===== src/rtl/branch_predict_btb_pkg.sv =====
// Shared control-flow definitions for the IF-stage predictor.
// Opcodes, class encoding and 2-bit counter states.
package branch_predict_btb_pkg;

  localparam logic [6:0] OPC_BRANCH = 7'b1100011;
  localparam logic [6:0] OPC_JAL    = 7'b1101111;
  localparam logic [6:0] OPC_JALR   = 7'b1100111;

  typedef enum logic [1:0] {
    CF_NONE = 2'b00,
    CF_BR   = 2'b01,
    CF_JAL  = 2'b10,
    CF_JALR = 2'b11
  } cf_class_e;

  localparam logic [1:0] SNT = 2'd0;
  localparam logic [1:0] WNT = 2'd1;
  localparam logic [1:0] WT  = 2'd2;
  localparam logic [1:0] ST  = 2'd3;

  function automatic logic [1:0] cnt_step(
    input logic [1:0] c,
    input logic       up
  );
    logic [1:0] r;
    if (up) r = (c == ST)  ? ST  : c + 2'd1;
    else    r = (c == SNT) ? SNT : c - 2'd1;
    return r;
  endfunction

endpackage


===== src/rtl/branch_predict_btb_cf_classify.sv =====
// Opcode to control-flow class decoder.
// Purely combinational.
module branch_predict_btb_cf_classify
  import branch_predict_btb_pkg::*;
(
  input  logic [6:0] opcode,
  output cf_class_e  cls
);

  // Map the major opcode onto the 2-bit class
  always_comb begin
    cls = CF_NONE;
    unique case (1'b1)
      opcode == OPC_BRANCH: cls = CF_BR;
      opcode == OPC_JAL:    cls = CF_JAL;
      opcode == OPC_JALR:   cls = CF_JALR;
      default:              cls = CF_NONE;
    endcase
  end

endmodule


===== src/rtl/branch_predict_btb.sv =====
// Branch/jump classifier with a direct-mapped BTB.
// Same-cycle prediction at IF, trained from EX.
module branch_predict_btb
  import branch_predict_btb_pkg::*;
#(
  parameter int         XLEN        = 32,
  parameter int         ENTRIES     = 16,
  parameter logic [1:0] CNT_INIT_BR = 2'b10
) (
  input  logic            clk,
  input  logic            rst_n,
  input  logic            if_valid,
  input  logic [XLEN-1:0] if_pc,
  input  logic [31:0]     if_inst,
  output logic [1:0]      cf_class,
  output logic            pred_taken,
  output logic [XLEN-1:0] pred_target,
  input  logic            upd_valid,
  input  logic [XLEN-1:0] upd_pc,
  input  logic [1:0]      upd_class,
  input  logic            upd_taken,
  input  logic [XLEN-1:0] upd_target,
  output logic [31:0]     perf_lookups,
  output logic [31:0]     perf_hits
);

  localparam int IDX_W = $clog2(ENTRIES);
  localparam int TAG_W = XLEN - IDX_W - 2;

  logic             valid_q [ENTRIES];
  logic             valid_d [ENTRIES];
  logic [TAG_W-1:0] tag_q   [ENTRIES];
  logic [TAG_W-1:0] tag_d   [ENTRIES];
  logic             jump_q  [ENTRIES];
  logic             jump_d  [ENTRIES];
  logic [XLEN-1:0]  tgt_q   [ENTRIES];
  logic [XLEN-1:0]  tgt_d   [ENTRIES];
  logic [1:0]       cnt_q   [ENTRIES];
  logic [1:0]       cnt_d   [ENTRIES];

  logic [31:0] perf_lookups_q, perf_lookups_d;
  logic [31:0] perf_hits_q, perf_hits_d;

  cf_class_e if_cls;
  cf_class_e chk_cls;

  logic [IDX_W-1:0] l_idx, u_idx;
  logic [TAG_W-1:0] l_tag, u_tag;
  logic             l_hit, u_hit;
  logic             upd_br, upd_jmp;
  logic [XLEN-1:0]  pc_plus4;
  logic             unused_bits;

  branch_predict_btb_cf_classify u_cls_if (
    .opcode (if_inst[6:0]),
    .cls    (if_cls)
  );

  // Second decode of the fetched word qualifies the perf counters
  branch_predict_btb_cf_classify u_cls_chk (
    .opcode (if_inst[6:0]),
    .cls    (chk_cls)
  );

  assign unused_bits = ^{upd_pc[1:0], if_inst[31:7]};

  assign cf_class = if_cls;
  assign l_idx    = if_pc[IDX_W+1:2];
  assign l_tag    = if_pc[XLEN-1:IDX_W+2];
  assign u_idx    = upd_pc[IDX_W+1:2];
  assign u_tag    = upd_pc[XLEN-1:IDX_W+2];
  assign pc_plus4 = if_pc + XLEN'(4);
  assign upd_br   = upd_class == CF_BR;
  assign upd_jmp  = upd_class == CF_JAL
                 || upd_class == CF_JALR;

  assign perf_lookups = perf_lookups_q;
  assign perf_hits    = perf_hits_q;

  // Lookup: reads pre-update state, no bypass from EX
  always_comb begin
    l_hit = valid_q[l_idx] && (tag_q[l_idx] == l_tag);
    pred_taken = if_valid && (if_cls != CF_NONE) && l_hit
              && (jump_q[l_idx] || cnt_q[l_idx][1]);
    pred_target = pred_taken ? tgt_q[l_idx] : pc_plus4;
  end

  // Training: counter step on hits, allocation on taken misses
  always_comb begin
    valid_d = valid_q;
    tag_d   = tag_q;
    jump_d  = jump_q;
    tgt_d   = tgt_q;
    cnt_d   = cnt_q;
    u_hit   = valid_q[u_idx] && (tag_q[u_idx] == u_tag);
    if (upd_valid) begin
      unique case (1'b1)
        upd_br && u_hit: begin
          cnt_d[u_idx] = cnt_step(cnt_q[u_idx], upd_taken);
          if (upd_taken) tgt_d[u_idx] = upd_target;
        end
        upd_br && !u_hit && upd_taken: begin
          valid_d[u_idx] = 1'b1;
          tag_d[u_idx]   = u_tag;
          jump_d[u_idx]  = 1'b0;
          tgt_d[u_idx]   = upd_target;
          cnt_d[u_idx]   = CNT_INIT_BR;
        end
        upd_jmp: begin
          valid_d[u_idx] = 1'b1;
          tag_d[u_idx]   = u_tag;
          jump_d[u_idx]  = 1'b1;
          tgt_d[u_idx]   = upd_target;
          cnt_d[u_idx]   = ST;
        end
        default: ;
      endcase
    end
  end

  // Saturating lookup/hit counters
  always_comb begin
    perf_lookups_d = perf_lookups_q;
    perf_hits_d    = perf_hits_q;
    if (if_valid && chk_cls != CF_NONE) begin
      if (perf_lookups_q != '1)
        perf_lookups_d = perf_lookups_q + 32'd1;
      if (l_hit && perf_hits_q != '1)
        perf_hits_d = perf_hits_q + 32'd1;
    end
  end

  // Table and counter state
  always_ff @(posedge clk or negedge rst_n) begin
    if (!rst_n) begin
      for (int i = 0; i < ENTRIES; i++) begin
        valid_q[i] <= 1'b0;
        tag_q[i]   <= '0;
        jump_q[i]  <= 1'b0;
        tgt_q[i]   <= '0;
        cnt_q[i]   <= SNT;
      end
      perf_lookups_q <= '0;
      perf_hits_q    <= '0;
    end else begin
      valid_q        <= valid_d;
      tag_q          <= tag_d;
      jump_q         <= jump_d;
      tgt_q          <= tgt_d;
      cnt_q          <= cnt_d;
      perf_lookups_q <= perf_lookups_d;
      perf_hits_q    <= perf_hits_d;
    end
  end

endmodule


===== config.mk =====
export PLATFORM = sky130hd
export DESIGN_NAME = branch_predict_btb
export DESIGN_NICKNAME = d
export VERILOG_FILES = /design/src/rtl/branch_predict_btb_pkg.sv /design/src/rtl/branch_predict_btb_cf_classify.sv /design/src/rtl/branch_predict_btb.sv
export SDC_FILE = /design/constraint.sdc
export NUM_CORES = 2
export LEC_CHECK = 0
export CAP_MARGIN = 10
export CORE_MARGIN = 4
export CORE_UTILIZATION = 40
export CTS_CLUSTER_SIZE = 24
export DETAILED_ROUTE_END_ITERATION = 12
export REMOVE_ABC_BUFFERS = 1
export SLEW_MARGIN = 20
export SYNTH_ARGS = -nofsm -noshare
export SYNTH_HDL_FRONTEND = slang
export SYNTH_SLANG_ARGS = --single-unit

===== constraint.sdc =====
create_clock -name clk -period 9 [get_ports clk]
set_clock_uncertainty 0.1 [all_clocks]
set_input_delay 2.25 -clock clk [delete_from_list [all_inputs] [get_ports clk]]
set_output_delay 2.25 -clock clk [all_outputs]
set_load 0.02 [all_outputs]

# Word-level counts from Yosys, hierarchy flattened
# Cells that the tools add are included.
op_classes:
  add_sub_neg: 5
  order_cmp: 3
  eq_ne: 12
  muxes: 46
  bitwise_logic: 10
  reduce_logical: 25
ops:
  columns: ["operator", "n"]
  rows:
  - ["512-bit one-hot mux with 2 select lines", 1]
  - ["512-bit bitwise mux", 1]
  - ["512-bit two-way mux", 1]
  - ["416-bit bitwise mux", 1]
  - ["26-bit binary-select mux with 4-bit select", 2]
  - ["26-bit two-way mux", 5]
  - ["32-bit binary-select mux with 4-bit select", 1]
  - ["32-bit demux with 4-bit select", 1]
  - ["32-bit two-way mux", 4]
  - ["26-bit demux with 4-bit select", 1]
  - ["32-bit one-hot mux with 3 select lines", 1]
  - ["32-bit by 1-bit adder with 32-bit output (second input constant)", 2]
  - ["32-bit != test (second input constant)", 2]
  - ["26-bit equality test", 2]
  - ["16-bit bitwise OR", 3]
  - ["32-bit by 3-bit adder with 32-bit output (second input constant)", 1]
  - ["16-bit bitwise AND", 2]
  - ["32-bit bitwise mux", 1]
  - ["16-bit NOT", 2]
  - ["32-bit bitwise OR", 1]
  - ["16-bit one-hot mux with 2 select lines", 1]
  - ["7-bit equality test (second input constant)", 3]
  - ["2-bit two-way mux", 10]
  - ["2-bit binary-select mux with 4-bit select", 2]
  - ["22 further kinds", 50]
word_totals:
  register_bits: 1056
  wordCells: 183

# Logic depth before layout (Yosys ltp)
depth:
  depth_word: 12
  mapped_depth: 15
  ltp_nobuf: 9

# Modules after synthesis
# Synthesis repeated with hierarchy kept, for this count alone.
hier_totals:
  cells_unflattened: 3735
  hier_area_um2: 53303.6
modules_own_cells:
  columns: ["mod", "instances", "cells_each", "area_each_um2", "seq_area_each_um2"]
  rows:
  - ["branch_predict_btb", 1, 3725, 53253.6, 26425.3]
  - ["branch_predict_btb_cf_classify", 2, 5, 25.0, 0.0]

# Worst setup path before layout
# OpenSTA, ideal clock, no wires.
synth_path:
  path_type: "input to output"
  from: "input port if_pc[2]"
  to: "output port pred_target[10]"
  t_arrival_ns: 5.617
  required_time_ns: 6.650
  path_slack_ns: 1.033
  stages: 14
  path_cell_list: "buf_2 -> buf_2 -> buf_2 -> mux4_2 -> mux2i_1 -> mux2i_1 -> xnor2_1 -> nand4_1 -> or3_1 -> clkbuf_1 -> nor4_2 -> clkbuf_1 -> nand2_1 -> o21ai_0"
synth_between:
  elab_chain_len: 9
  elab_cells_between_ends: 23
  cone_classes: "add/sub (1); eq/ne (1); mux (16); bitwise (1); reduce/logical (4)"
synth_rtl:
  columns: ["element", "line_no", "text"]
  rows:
  - ["start: declaration", "branch_predict_btb.sv:13", "input logic [XLEN-1:0] if_pc,"]
  - ["4-bit NOT with 5-bit output (implied by the code)", "branch_predict_btb.sv:82, branch_predict_btb.sv:84, branch_predict_btb.sv:85", null]
  - ["26-bit binary-select mux with 4-bit select", "branch_predict_btb.sv:82", "l_hit = valid_q[l_idx] && (tag_q[l_idx] == l_tag);"]
  - ["26-bit two-way mux (implied by the code) (2 in a row)", "branch_predict_btb.sv:82", null]
  - ["26-bit equality test", "branch_predict_btb.sv:82", null]
  - ["1-bit logical AND", "branch_predict_btb.sv:82", null]
  - ["1-bit logical AND", "branch_predict_btb.sv:83", "pred_taken = if_valid && (if_cls != CF_NONE) && l_hit"]
  - ["1-bit logical AND", "branch_predict_btb.sv:84", "&& (jump_q[l_idx] || cnt_q[l_idx][1]);"]
  - ["32-bit two-way mux (*)", "branch_predict_btb.sv:85", "pred_target = pred_taken ? tgt_q[l_idx] : pc_plus4;"]
  - ["end: declaration", "branch_predict_btb.sv:17", "output logic [XLEN-1:0] pred_target,"]
# Mark *: on every way between the ends. The rest lies on a longest branch, timed or not. The select of a mux whose other input is x is not followed.

# Worst setup path after layout
layout_path:
  from: "input port if_pc[2]"
  to: "output port pred_target[24]"
# The elaborated chain is that of the path after synthesis.

==> metrics.yaml <==
met2_length_um: 72000
r2r_cells: 11
synth_mux_area_share_pct: 38.2
drive_gt1_share_pct: 37.9
synth-compound-area-share_pct: 3.38
dr.max_layer_used: "met5"
place_congestion: 0.822
io_pins: 234
max_freq_mhz: 114
cts_root_buffer: "clkbuf_16"
wire_per_inst_um: 27.9
cts_tree: "yes"
p_sw_w: 0.00384
synth_xor_area_share_pct: 2.33
via_count: 33300
synth_top_area_share_pct: 49.5
slew_violations: 0
clk_transition_reported_paths_ps: 60
die_h_um: 373
finalSetupViolCount: 0
slew_headroom_pct: 26.6
cts_made_buffers: 119
hold_violations: 0
synth_top_family_by_area: "multiplexers"
synthCells: 3614
fin_ws_ps: 195
r2r-start: "tag_q[349]"
critPathLaunchType: "input pin"
final_nets: 3922
status: "completed"
grt_first_pass_wirelength_um: 236000
route.met3.wl_um: 10700
final_cell_mix: "dfrtp_1, mux2_2, mux4_2"
hold_depth: 1
cp.required_ps: 6650
ctsResizeCount: 0
worstSetupPathType: "in -> out"
die_x_um: 373
core_area_um2: 132000
ant_nets: 0
finalCritPeriodShare_pct: 97.8
drt_pass1_iterations: 5
holdBufCountCts: 0
comb_power_share_pct: 20.3
tightest_slew_ps: 1090
ys_seq_area_share_pct: 49.5
power-per-cell-area_nw_per_um2: 230
p_clk_share_pct: 34.4
yosys-top-cells-area: "dfrtp_1, mux2_2, mux4_2"
via_per_inst: 5.90
clock_latency_ps: 750
overflow: 0
irDropWorstVdd_mv: 0.192
reg2reg_slack_ps: 4250
core.rowCount: 133
synth_area_leader_cell: "dfrtp_1"
async_flop_share_pct: 100
dp_hpwl_um: 96300
r2r-end: "tag_q[8]"
power.share.switching_pct: 27.1
synth-simple-area-share_pct: 3.46
period_minus_slack_ps: 8810
hp-start: "valid_q[11]"
worst_ep_arrival_time_ps: 6460
h-tree-depth: 3
synth_fa_ha_area_share_pct: 0.0703
syn_area_per_cell_um2: 14.8
start_util_pct: 40.4
ys_ff_latch: 1056
cts_setup_buffers: 0
post-place-ws_ps: 95.1
grt_max_degree: 180
ys.flop_type: "dfrtp_1"
hold-worst-slack_ps: 384
rsz0062_at_grt: "false"
route.detailed.drc: 0
hp-class: "reg -> reg"
crit_path_end_kind: "output port"
wl_um: 158000
leakage_nw: 26.4
ys_types: 75
seqPwrFrac_pct: 45.3
final_common_cell: "dfrtp_1"
grt_pass1_vias: 34600
crit_fanout: 28
syn-cell-area_um2: 53400
grt_use_total_pct: 22.4
wl_met1_um: 71400
yosysWarnings: 0
fillers: 11600
io_buffers: 206
p_int_w: 0.0103
drv_cap: 0
drt_iter0_markers: 2704
dieArea_um2: 139000
clockBufferDepth: 3
synth_edf_count: 0
area_growth_pct: 15.4
clock_sinks: 1056
min_to: "valid_q[11]"
grt_antenna_before_repair: 12
==> kinds of logic after synthesis <==
group	count (synthesis)
multiplexers	1476
flip-flops	1056
AND/OR/NAND/NOR	356
buffers and inverters	337
AO/OA/AOI/OAI	244
XOR/XNOR	142
adder cells (fa/ha/maj)	3
==> worst max-delay path by stage <==
| stage | slack [ps] | to | startpoint | cells after the start |
|---|---|---|---|---|
| 2_1_floorplan | -790 | pred_target[10] | if_pc[5] | 7 |
| 3_3_place_gp | 110 | pred_target[4] | if_pc[2] | 14 |
| 3_5_place_dp | 100 | pred_target[4] | if_pc[2] | 14 |
| 4_1_cts | 80 | pred_target[4] | if_pc[2] | 14 |
| 5_1_grt | 9 | pred_target[4] | if_pc[2] | 14 |
| 6_report | 190 | pred_target[24] | if_pc[2] | 12 |
==> routing by layer <==
layer / vias up / GRT usage, %
met5: - / 0
met2: 1003 / 34.5
met4: 12 / 4.99
met3: 237 / 5.13
met1: 18000 / 32.5
li1: 14000 / -
==> sequential cells by signal, indices dropped and copies added, names as in the netlist, named ones only <==
name and flops:
perf_lookups 32, tgt_q 512, tag_q 416, cnt_q 32
perf_hits 32, valid_q 16
==> synth_stat cells, types with 12 or more instances <==
library cell and instances:
o31ai_1 12, a21oi_1 34, nand3_1 45, mux2_1 240, mux2i_1 155, o21ai_0 62
clkbuf_1 132, xor2_1 38, mux4_2 350, inv_1 24, xnor2_1 104, mux2_2 731
nor3_1 21, and3_1 32, a22oi_1 22, dfrtp_1 1056, buf_1 75, nand2b_1 16
nor2_1 49, buf_6 24, buf_2 43, buf_4 34, nand4_1 31, a221oi_1 14
nand2_1 107
==> power groups by stage <==
stage,clock (W),sequential (W),combinational [W]
5_1_grt,0.00518,0.00654,0.00310
6_report,0.00488,0.00642,0.00287
2_1_floorplan,0,0.00626,0.00198
4_1_cts,0.00500,0.00640,0.00289
3_5_place_dp,0,0.00648,0.00288
3_3_place_gp,0,0.00644,0.00282
==> metrics by stage <==
stage / cell area (um^2) / instances / util [%] / TNS, ps / power (W)
floorplan: 51800 / 3304 / - / -19500 / 0.00824
finish: 61600 / 5640 / 46.7 / 0 / 0.0142
detailed placement: 57600 / 5417 / 43.7 / 0 / 0.00936
CTS: 61600 / 5635 / 46.6 / 0 / 0.0143
global route: 61600 / 5636 / 46.7 / 0 / 0.0148
global placement: 57600 / 5417 / 43.7 / 0 / 0.00926
==> worst max-delay path, cell delays in order <==
cell	delay (ps)
buf_8	330
buf_4	360
mux4_2	550
mux2i_1	180
mux2i_1	320
xor2_1	260
or4bb_1	540
or3_4	360
nor3_4	160
buf_12	180
mux2_2	380
clkdlybuf4s50_1	540
==> cell type report <==
type	count	area, um^2	share of cell area (%)
timing repair buffer	359	3560	5.77
sequential	1056	26400	42.9
inverter	27	104	0.169
clock buffer	192	3590	5.83
tap	1755	2200	3.56
clock inverter	26	332	0.538
multi-input combinational	2221	25400	41.2
antenna	4	10.0	0.0162
(Power assumes the default switching activity.)
